File: src/rtl/ppi_phase_sched.sv
// ppi_phase_sched: polyphase interpolator phase scheduler (accept, load strobe, commutator sequencing).
// Optional underrun counter enabled by defining PPI_UNDERRUN_CNT_EN.
module ppi_phase_sched #(
    parameter int gp_interp_factor = 4,
    parameter int gp_phase_width   = 2,
    parameter int gp_cnt_width     = 8
) (
    input  logic                      i_clk,
    input  logic                      i_rst_ah,
    input  logic                      i_ena,
    input  logic                      i_valid,
    output logic                      o_ready,
    output logic                      o_load,
    output logic                      o_valid,
    output logic [gp_phase_width-1:0] o_phase,
    output logic                      o_last,
`ifdef PPI_UNDERRUN_CNT_EN
    input  logic                      i_cnt_clr,
    output logic [gp_cnt_width-1:0]   o_underrun_cnt,
`endif
    input  logic                      i_out_ready
);
    typedef enum logic {IDLE, RUN} state_t;
    localparam logic [gp_phase_width-1:0] LAST = gp_phase_width'(gp_interp_factor - 1);
    state_t                    state_q, state_d;
    logic [gp_phase_width-1:0] phase_q, phase_d;
    logic                      is_last, grant, underrun;
    assign o_valid = state_q == RUN;
    assign o_phase = phase_q;
    assign is_last = phase_q == LAST;
    assign o_last  = o_valid & is_last;
    assign grant   = i_ena & o_valid & i_out_ready;
    // A sample is only taken when idle or as the final phase is granted, so no input buffer is needed.
    assign o_ready = ~i_rst_ah & i_ena & (~o_valid | (is_last & i_out_ready));
    assign o_load  = i_valid & o_ready;
    always_comb begin
        state_d  = state_q;
        phase_d  = phase_q;
        underrun = 1'b0;
        if (state_q == IDLE) begin
            state_d = o_load ? RUN : IDLE;
            phase_d = '0;
        end else if (grant) begin
            phase_d  = is_last ? '0 : phase_q + gp_phase_width'(1);
            state_d  = (is_last & ~o_load) ? IDLE : RUN;
            underrun = is_last & ~o_load;
        end
    end
    always_ff @(posedge i_clk or posedge i_rst_ah) begin
        if (i_rst_ah) begin
            state_q <= IDLE;
            phase_q <= '0;
        end else if (i_ena) begin
            state_q <= state_d;
            phase_q <= phase_d;
        end
    end
`ifdef PPI_UNDERRUN_CNT_EN
    logic [gp_cnt_width-1:0] cnt_q, cnt_d;
    assign cnt_d          = i_cnt_clr ? '0 : cnt_q + gp_cnt_width'(underrun & ~&cnt_q);
    assign o_underrun_cnt = cnt_q;
    always_ff @(posedge i_clk or posedge i_rst_ah) begin
        if (i_rst_ah) cnt_q <= '0;
        else          cnt_q <= cnt_d;
    end
`endif
endmodule

File: config.mk
export PLATFORM = sky130hd
export DESIGN_NAME = ppi_phase_sched
export DESIGN_NICKNAME = d
export VERILOG_FILES = /design/src/rtl/ppi_phase_sched.sv
export SDC_FILE = /design/constraint.sdc
export NUM_CORES = 1
export LEC_CHECK = 0
export ABC_CLOCK_PERIOD_IN_PS = 1220
export CELL_PAD_IN_SITES_DETAIL_PLACEMENT = 1
export CELL_PAD_IN_SITES_GLOBAL_PLACEMENT = 2
export CORE_AREA = 5 5 42 44
export DETAILED_ROUTE_END_ITERATION = 12
export DIE_AREA = 0 0 47 49
export HOLD_SLACK_MARGIN = 0.15
export MAX_ROUTING_LAYER = met4
export PLACE_DENSITY_LB_ADDON = 0.1
export SLEW_MARGIN = 20
export SYNTH_ARGS = -nofsm -noshare
export SYNTH_HDL_FRONTEND = slang
export SYNTH_SLANG_ARGS = --single-unit
File: constraint.sdc
create_clock -name i_clk -period 1.22 [get_ports i_clk]
set_input_delay 0.244 -clock i_clk [delete_from_list [all_inputs] [get_ports i_clk]]
set_output_delay 0.244 -clock i_clk [all_outputs]
set_load 0.03 [all_outputs]
# Word level (Yosys, flattened, before mapping)
# Index checks and enable logic that the tools add are counted.
[word_totals]
ff_bits = 3
input_bits = 5
wordCells = 25
[op_classes]
add_sub_neg = 1
eq_ne = 2
muxes = 7
bitwise_logic = 12
reduce_logical = 1
[op_table]
columns = ["cell", "count"]
rows = [
  ["$and A1 B1 Y1", 8],
  ["$mux W2", 3],
  ["$mux W1", 4],
  ["$not A1 Y1", 3],
  ["$add A2 B1 Y2 const B", 1],
  ["$eq A2 B2 Y1 const B", 1],
  ["$ne A2 B1 Y1 const B", 1],
  ["$reduce_and A2 Y1", 1],
  ["$or A1 B1 Y1", 1],
]

# Logic depth before layout (Yosys ltp)
# Gate-level depths: netlist of the first run.
[logic_depth]
ltp_word = 10
ltp_mapped = 3

# Worst setup path after synthesis of the first run
# OpenSTA, ideal clock, no wires.
[synth_path]
kind = "reg-to-output"
startpoint = "register phase_q[0] (netlist: o_phase[0])"
endpoint = "output o_ready"
arrival_time_ns = 1.365
required_ns = 0.976
slack_ns = -0.389
stages_incl_launch_ff = 4
n_path_buf = 0
path_cell_list = "dfrtp_1 -> ha_1 -> nand2_1 -> a21oi_1"
[synth_between]
elab_chain_cells = 4
[synth_rtl]
columns = ["item", "line", "source"]
rows = [
  ["from (decl)", "26", "logic [gp_phase_width-1:0] phase_q, phase_d;"],
  ["from (signal assigned)", "55", "phase_q <= phase_d;"],
  ["$eq A2 B2 Y1", "30", "assign is_last = phase_q == LAST;"],
  ["$and A1 B1 Y1", "34", "assign o_ready = ~i_rst_ah & i_ena & (~o_valid | (is_last & i_out_ready));"],
  ["$or A1 B1 Y1", "34", ""],
  ["$and A1 B1 Y1", "34", ""],
  ["to (decl)", "12", "output logic o_ready,"],
]
# No other way between the ends.

# Final worst setup path of the first run
[layout_path]
startpoint = "register phase_q[0] (netlist: o_phase[0])"
endpoint = "output o_load"
[layout_between]
elab_chain_cells = 5
[layout_rtl]
columns = ["item", "line", "source"]
rows = [
  ["$eq A2 B2 Y1", "30", ""],
  ["$and A1 B1 Y1", "34", ""],
  ["$or A1 B1 Y1", "34", ""],
  ["$and A1 B1 Y1", "34", ""],
  ["$and A1 B1 Y1", "35", "assign o_load = i_valid & o_ready;"],
  ["to (decl)", "13", "output logic o_load,"],
]
# No other way between the ends.

==> impl_metrics.csv, run 1 <==
group,metric,value,unit
outcome,status,"finished, violations left",
routing,vias_per_cell,4.03,
sta,period_needed,1.43,ns
sta,rsz0062_at_grt,"yes",
cells_and_area,drive_above_1_share,0.609,
placement,placed_area,403,µm²
clock_network,cts_buffers,3,
placement,place_hpwl,651,µm
logic_synthesis,yosys.area.top_type,"dfrtp_1",
sta,fin_skew,0.00423,ns
power_and_ir_drop,combinationalPowerShare,0.634,
global_routing,grt-ovfl-total,0,
logic_synthesis,yosysWarnings,0,
sta,finalHoldViolations,0,
die,rows,14,
cells_and_area,syn_to_final_growth,128,%
power_and_ir_drop,p_sw_frac,0.424,
clock_network,cts.path.max_buffers,2,
routing,drc,0,
logic_synthesis,synthTopCellsByArea,"dfrtp_1 36%, inv_1 7.1%, nand3b_1 7.1%",
sta,fin_crit_sh,1.17,
logic_synthesis,syn_area_per_cell,9.55,µm²
power_and_ir_drop,p_per_area,2340,nW/µm²
setup_path,critPathMaxFanout,3,
sta,tns,-0.550,ns
routing,drtPass1Iterations,4,
placement,place_congestion,0.806,
global_routing,grt_usage,0.0889,
power_and_ir_drop,seq_power_share,0.214,
logic_synthesis,ys_ff_latch,3,
setup_path,ff2ff_setup_slack,0.06,ns
die,die_w,47,µm
outcome,violations,"setup timing",
clock_network,clkTransAtPathRegs,0.04,ns
die,die_area,2300,µm²
power_and_ir_drop,power,1.12,mW
power_and_ir_drop,p_switching,476,µW
die,initial_utilization,0.150,
power_and_ir_drop,p_int,647,µW
die,core,1400,µm²
sta,timing.final.ws_setup,-0.207,ns
setup_path,cp.required,0.98,ns
sta,finalSetupViolCount,5,
logic_synthesis,syn_area,210,µm²
logic_synthesis,syn_nets,28,
sta,tightest_slew,0.194,ns
sta,max_freq,701,MHz
clock_network,clkSinkCount,3,
setup_path,crit_type,"reg2out",
logic_synthesis,ys_seq_area_frac,0.357,
setup_path,cp-start-kind,"flop",
die,io_pins,11,
logic_synthesis,synth_top_area_frac,0.357,
min_path,hold_class,"in2async",
routing,wl_per_cell,13.3,µm
logic_synthesis,synthCells,22,
sta,slew_violations,0,
routing,wl,827,µm
global_routing,grt_first_pass_wirelength,1400,µm
clock_network,cts_tree,"yes",
clock_network,clock_latency,0.23,ns
global_routing,grt_pass1_vias,313,
setup_path,endpoint_kind,"output pin",
clock_network,htree_levels,1,
global_routing,grt_max_degree,8,
routing,dr_total_vias,250,
power_and_ir_drop,static-leakage-power,0.229,nW
cells_and_area,antenna_cells,0,
run,drv_cap,0,
power_and_ir_drop,peakVddDrop,0.900,mV
setup_path,cp.arrival,1.18,ns
global_routing,antenna_found_initial,0,
sta,hold_ws,0.156,ns
clock_network,postCtsHoldBufs,0,
clock_network,cts_root_buf,"clkbuf_4",
sta,relSlewSlack,0.870,
power_and_ir_drop,power_frac_clock,0.151,
routing,drtIter0Drc,1,
cells_and_area,fin_util,0.342,
routing,ant_nets,0,
cells_and_area,final_area,479,µm²
die,die_h,49,µm
cells_and_area,nNetsFinal,53,
logic_synthesis,synth_cell_types,16,
placement,portBuffers,10,
==> path summary, 6_finish.rpt <==
kind,from,to,cells past startpoint
max reg2reg,o_phase[1],o_phase[0],4
max in group asynchronous,i_rst_ah,o_phase[0],3
max,o_phase[0],o_load,4
min,i_rst_ah,o_phase[1],3
min reg2reg,o_valid,o_phase[1],2
min in group i_clk,i_out_ready,o_valid,3
==> Yosys cell counts <==
library cell and number:
o221ai_1 1, and3_1 1, a21oi_1 1, nand2b_1 1, a211oi_2 1, and2_1 1, nand4bb_1 1, dfrtp_1 3
nand2b_2 1, nand3_1 1, o22ai_1 1, nand2_1 1, nand3b_1 2, inv_1 4, ha_1 1, o211ai_2 1
==> final cells by class <==
cell class	count	area, µm²
multi-input combinational	15	156
tap	16	20.0
timing repair buffer	20	183
sequential	3	78.8
fill	174	922
clock buffer	4	26.3
inverter	4	15.0
==> repair_timing <==
item / CTS / global route
endpoints found under the hold margin: 0 / 0
setup endpoints to repair: 3 / 4
resized for setup: 9 / 2
pin swaps: 3 / 0
buffers inserted: 2 / 1
==> kinds of logic after synthesis <==
kind of cell	after synthesis	synth area share
fa+ha+maj	1	0.0595
compound gates	5	0.214
buf+inv	4	0.0714
flops	3	0.357
simple gates	9	0.298
==> layer usage <==
metal  GRT usage  wire length (µm)  vias to the layer above
met3      0.0443                67                        0
met4      0.0276                 0                        0
met2       0.133               422                        9
met1       0.102               337                      115
li1            -                 -                      126
met5           -                 0                        -
==> stage by stage <==
stage	std cells	worst slack, ns
6_report	62	-0.207
5_1_grt	62	-0.256
4_1_cts	61	-0.225
3_5_place_dp	55	-0.310
3_3_place_gp	55	-0.296
2_1_floorplan	22	-0.108
==> critical path, cell delays in order, from the launching register on <==
cell and delay, ns:
dfrtp_2 0.37, ha_4 0.16, nand2_4 0.06, a211oi_4 0.21, buf_6 0.16
==> layout by cell type, fill, tap and decap left out <==
cell	synthesis	final
clkbuf_4	0	3
nand3_1	1	1
a21oi_2	0	1
dlygate4sd2_1	0	3
ha_4	0	1
and3_1	1	1
nand2b_4	0	1
o22ai_1	1	1
o221ai_1	1	1
o211ai_2	1	1
nand2_4	0	1
nand4bb_1	1	1
and2_1	1	1
dfrtp_2	0	3
nand3b_1	2	2
a211oi_4	0	1
clkdlybuf4s50_1	0	1
buf_4	0	9
clkbuf_1	0	1
buf_6	0	7
inv_1	4	4
nand2b_1	1	1
==> state kept, by name (all words and copies together), names as in the netlist <==
name     flops
o_phase      2
o_valid      1
==> power groups by stage <==
stage	registers [mW]	clock network (mW)	logic, mW
2_1_floorplan	0.338	0	0.228
3_3_place_gp	0.240	0	0.578
3_5_place_dp	0.244	0	0.584
4_1_cts	0.241	0.179	0.672
5_1_grt	0.248	0.185	0.772
6_report	0.241	0.170	0.712
(Power assumes the default switching activity.)
==> run 2, diff against run 1 <==
--- a/config.mk
+++ b/config.mk
@@ -5,7 +5,7 @@
 export SDC_FILE = /design/constraint.sdc
 export NUM_CORES = 1
 export LEC_CHECK = 0
-export ABC_CLOCK_PERIOD_IN_PS = 1220
+export ABC_CLOCK_PERIOD_IN_PS = 1460
 export CELL_PAD_IN_SITES_DETAIL_PLACEMENT = 1
 export CELL_PAD_IN_SITES_GLOBAL_PLACEMENT = 2
 export CORE_AREA = 5 5 42 44
==> constraint.sdc (replaced) <==
create_clock -name i_clk -period 1.46 [get_ports i_clk]
set_input_delay 0.292 -clock i_clk [delete_from_list [all_inputs] [get_ports i_clk]]
set_output_delay 0.292 -clock i_clk [all_outputs]
set_load 0.03 [all_outputs]
==> impl_metrics.csv, run 2 (synthesis gave the netlist of run 1 again) <==
group,metric,value,unit
die,die_area,2300,µm²
sta,rsz0062_at_grt,"yes",
clock_network,cts_tree,"yes",
sta,max_freq,677,MHz
sta,tightest_slew,0.301,ns
sta,fin_skew,0.00112,ns
power_and_ir_drop,static-leakage-power,0.205,nW
clock_network,cts_buffers,3,
setup_path,cp.arrival,1.19,ns
routing,wl,699,µm
routing,drc,0,
setup_path,crit_type,"reg2out",
setup_path,ff2ff_path_depth,3,
cells_and_area,final_common_cell,"buf_4",
cells_and_area,nNetsFinal,49,
cells_and_area,n_fill_cell,175,
global_routing,grt_pass1_vias,271,
clock_network,clkTransAtPathRegs,0.03,ns
die,io_pins,11,
clock_network,cts.path.max_buffers,2,
setup_path,critPathMaxFanout,4,
outcome,status,"finished, violations left",
cells_and_area,antenna_cells,0,
sta,tns,-0.0175,ns
sta,fin_crit_sh,1.01,
placement,place_congestion,0.643,
cells_and_area,fin_util,0.313,
clock_network,clock_latency,0.23,ns
placement,portBuffers,10,
cells_and_area,largest_register_ffs,2,
global_routing,grt-ovfl-total,0,
clock_network,clkSinkCount,3,
power_and_ir_drop,peakVddDrop,0.659,mV
cells_and_area,drive_above_1_share,0.476,
die,die_w,47,µm
placement,place_hpwl,558,µm
clock_network,cts_root_buf,"clkbuf_4",
sta,finalHoldViolations,0,
die,initial_utilization,0.150,
cells_and_area,multi_input_area,156,µm²
setup_path,cp-start-kind,"flop",
global_routing,grt_max_degree,8,
routing,drtPass1Iterations,2,
routing,ant_nets,0,
sta,slew_violations,0,
setup_path,cp.required,1.17,ns
routing,drtIter0Drc,1,
die,core,1400,µm²
run,drv_cap,0,
placement,post-place-cells,50,
global_routing,grt_first_pass_wirelength,1220,µm
routing,dr_total_vias,235,
sta,finalSetupViolCount,1,
sta,relSlewSlack,0.800,
routing,vias_per_cell,4.05,
cells_and_area,instances_no_fill,58,
power_and_ir_drop,p_per_area,1860,nW/µm²
outcome,violations,"setup timing",
sta,timing.final.ws_setup,-0.0175,ns
placement,post-place-ws,-0.183,ns
setup_path,endpoint_kind,"output pin",
global_routing,grt_usage,0.0766,
min_path,hold_class,"reg2reg",
cells_and_area,seq_area,77.6,µm²
die,rows,14,
routing,wl_per_cell,12.1,µm
cells_and_area,syn_to_final_growth,109,%
die,die_h,49,µm
min_path,hold_depth,2,
sta,period_needed,1.48,ns
cells_and_area,mostFrequentLayoutCells,"6 x buf_4, 4 x inv_1, 4 x dlygate4sd2_1",
power_and_ir_drop,power,817,µW
global_routing,antenna_found_initial,0,
clock_network,htree_levels,1,
## run 2: final timing paths
| kind | startpoint | endpoint | slack, ns |
|---|---|---|---|
| min in group asynchronous | i_rst_ah | o_phase[1] | 0.65 |
| setup / recovery | o_phase[1] | o_load | -0.02 |
| hold / removal | o_phase[1] | o_phase[1] | 0.64 |
| hold reg to reg | o_phase[1] | o_phase[1] | 0.64 |
| setup reg to reg | o_phase[1] | o_phase[0] | 0.41 |
| max in group asynchronous | i_rst_ah | o_phase[0] | 0.67 |
## run 2: layer usage
layer,vias to the layer above,GRT usage,share of wire
li1,119,-,-
met1,110,0.0993,0.46
met2,6,0.0973,0.50
met3,0,0.0111,0.041
met4,0,0.0691,0
met5,-,-,0
## run 2: power breakdown
part / internal, mW / switching (mW) / total (mW)
combinational: 0.219 / 0.259 / 0.478
sequential: 0.130 / 0.0681 / 0.198
clock: 0.102 / 0.0384 / 0.141
## run 2: per-stage QoR
stage,hold WS [ns],instance area [µm²]
2_1_floorplan,0.0455,236
3_3_place_gp,0.523,362
3_5_place_dp,0.523,362
4_1_cts,0.612,422
5_1_grt,0.663,439
6_report,0.640,439
## run 2: what timing repair did
action | 4_1_cts | 5_1_grt
setup endpoints to repair | 5 | 4
gates resized for setup | 9 | 3
hold endpoints to repair | 3 | 0
pin swaps | 1 | 1
hold buffers | 1 | 0
setup buffers | 2 | 1
## run 2: critical path: stages, from the launching register on
cell and delay, ns:
dfrtp_2 0.38, ha_4 0.16, nand2_4 0.06, a211oi_4 0.20, buf_6 0.16
## run 2: layout make-up
cell class	count	share of cell area
multi-input combinational	15	0.356
timing repair buffer	16	0.328
sequential	3	0.177
clock buffer	4	0.0598
tap	16	0.0456
inverter	4	0.0342
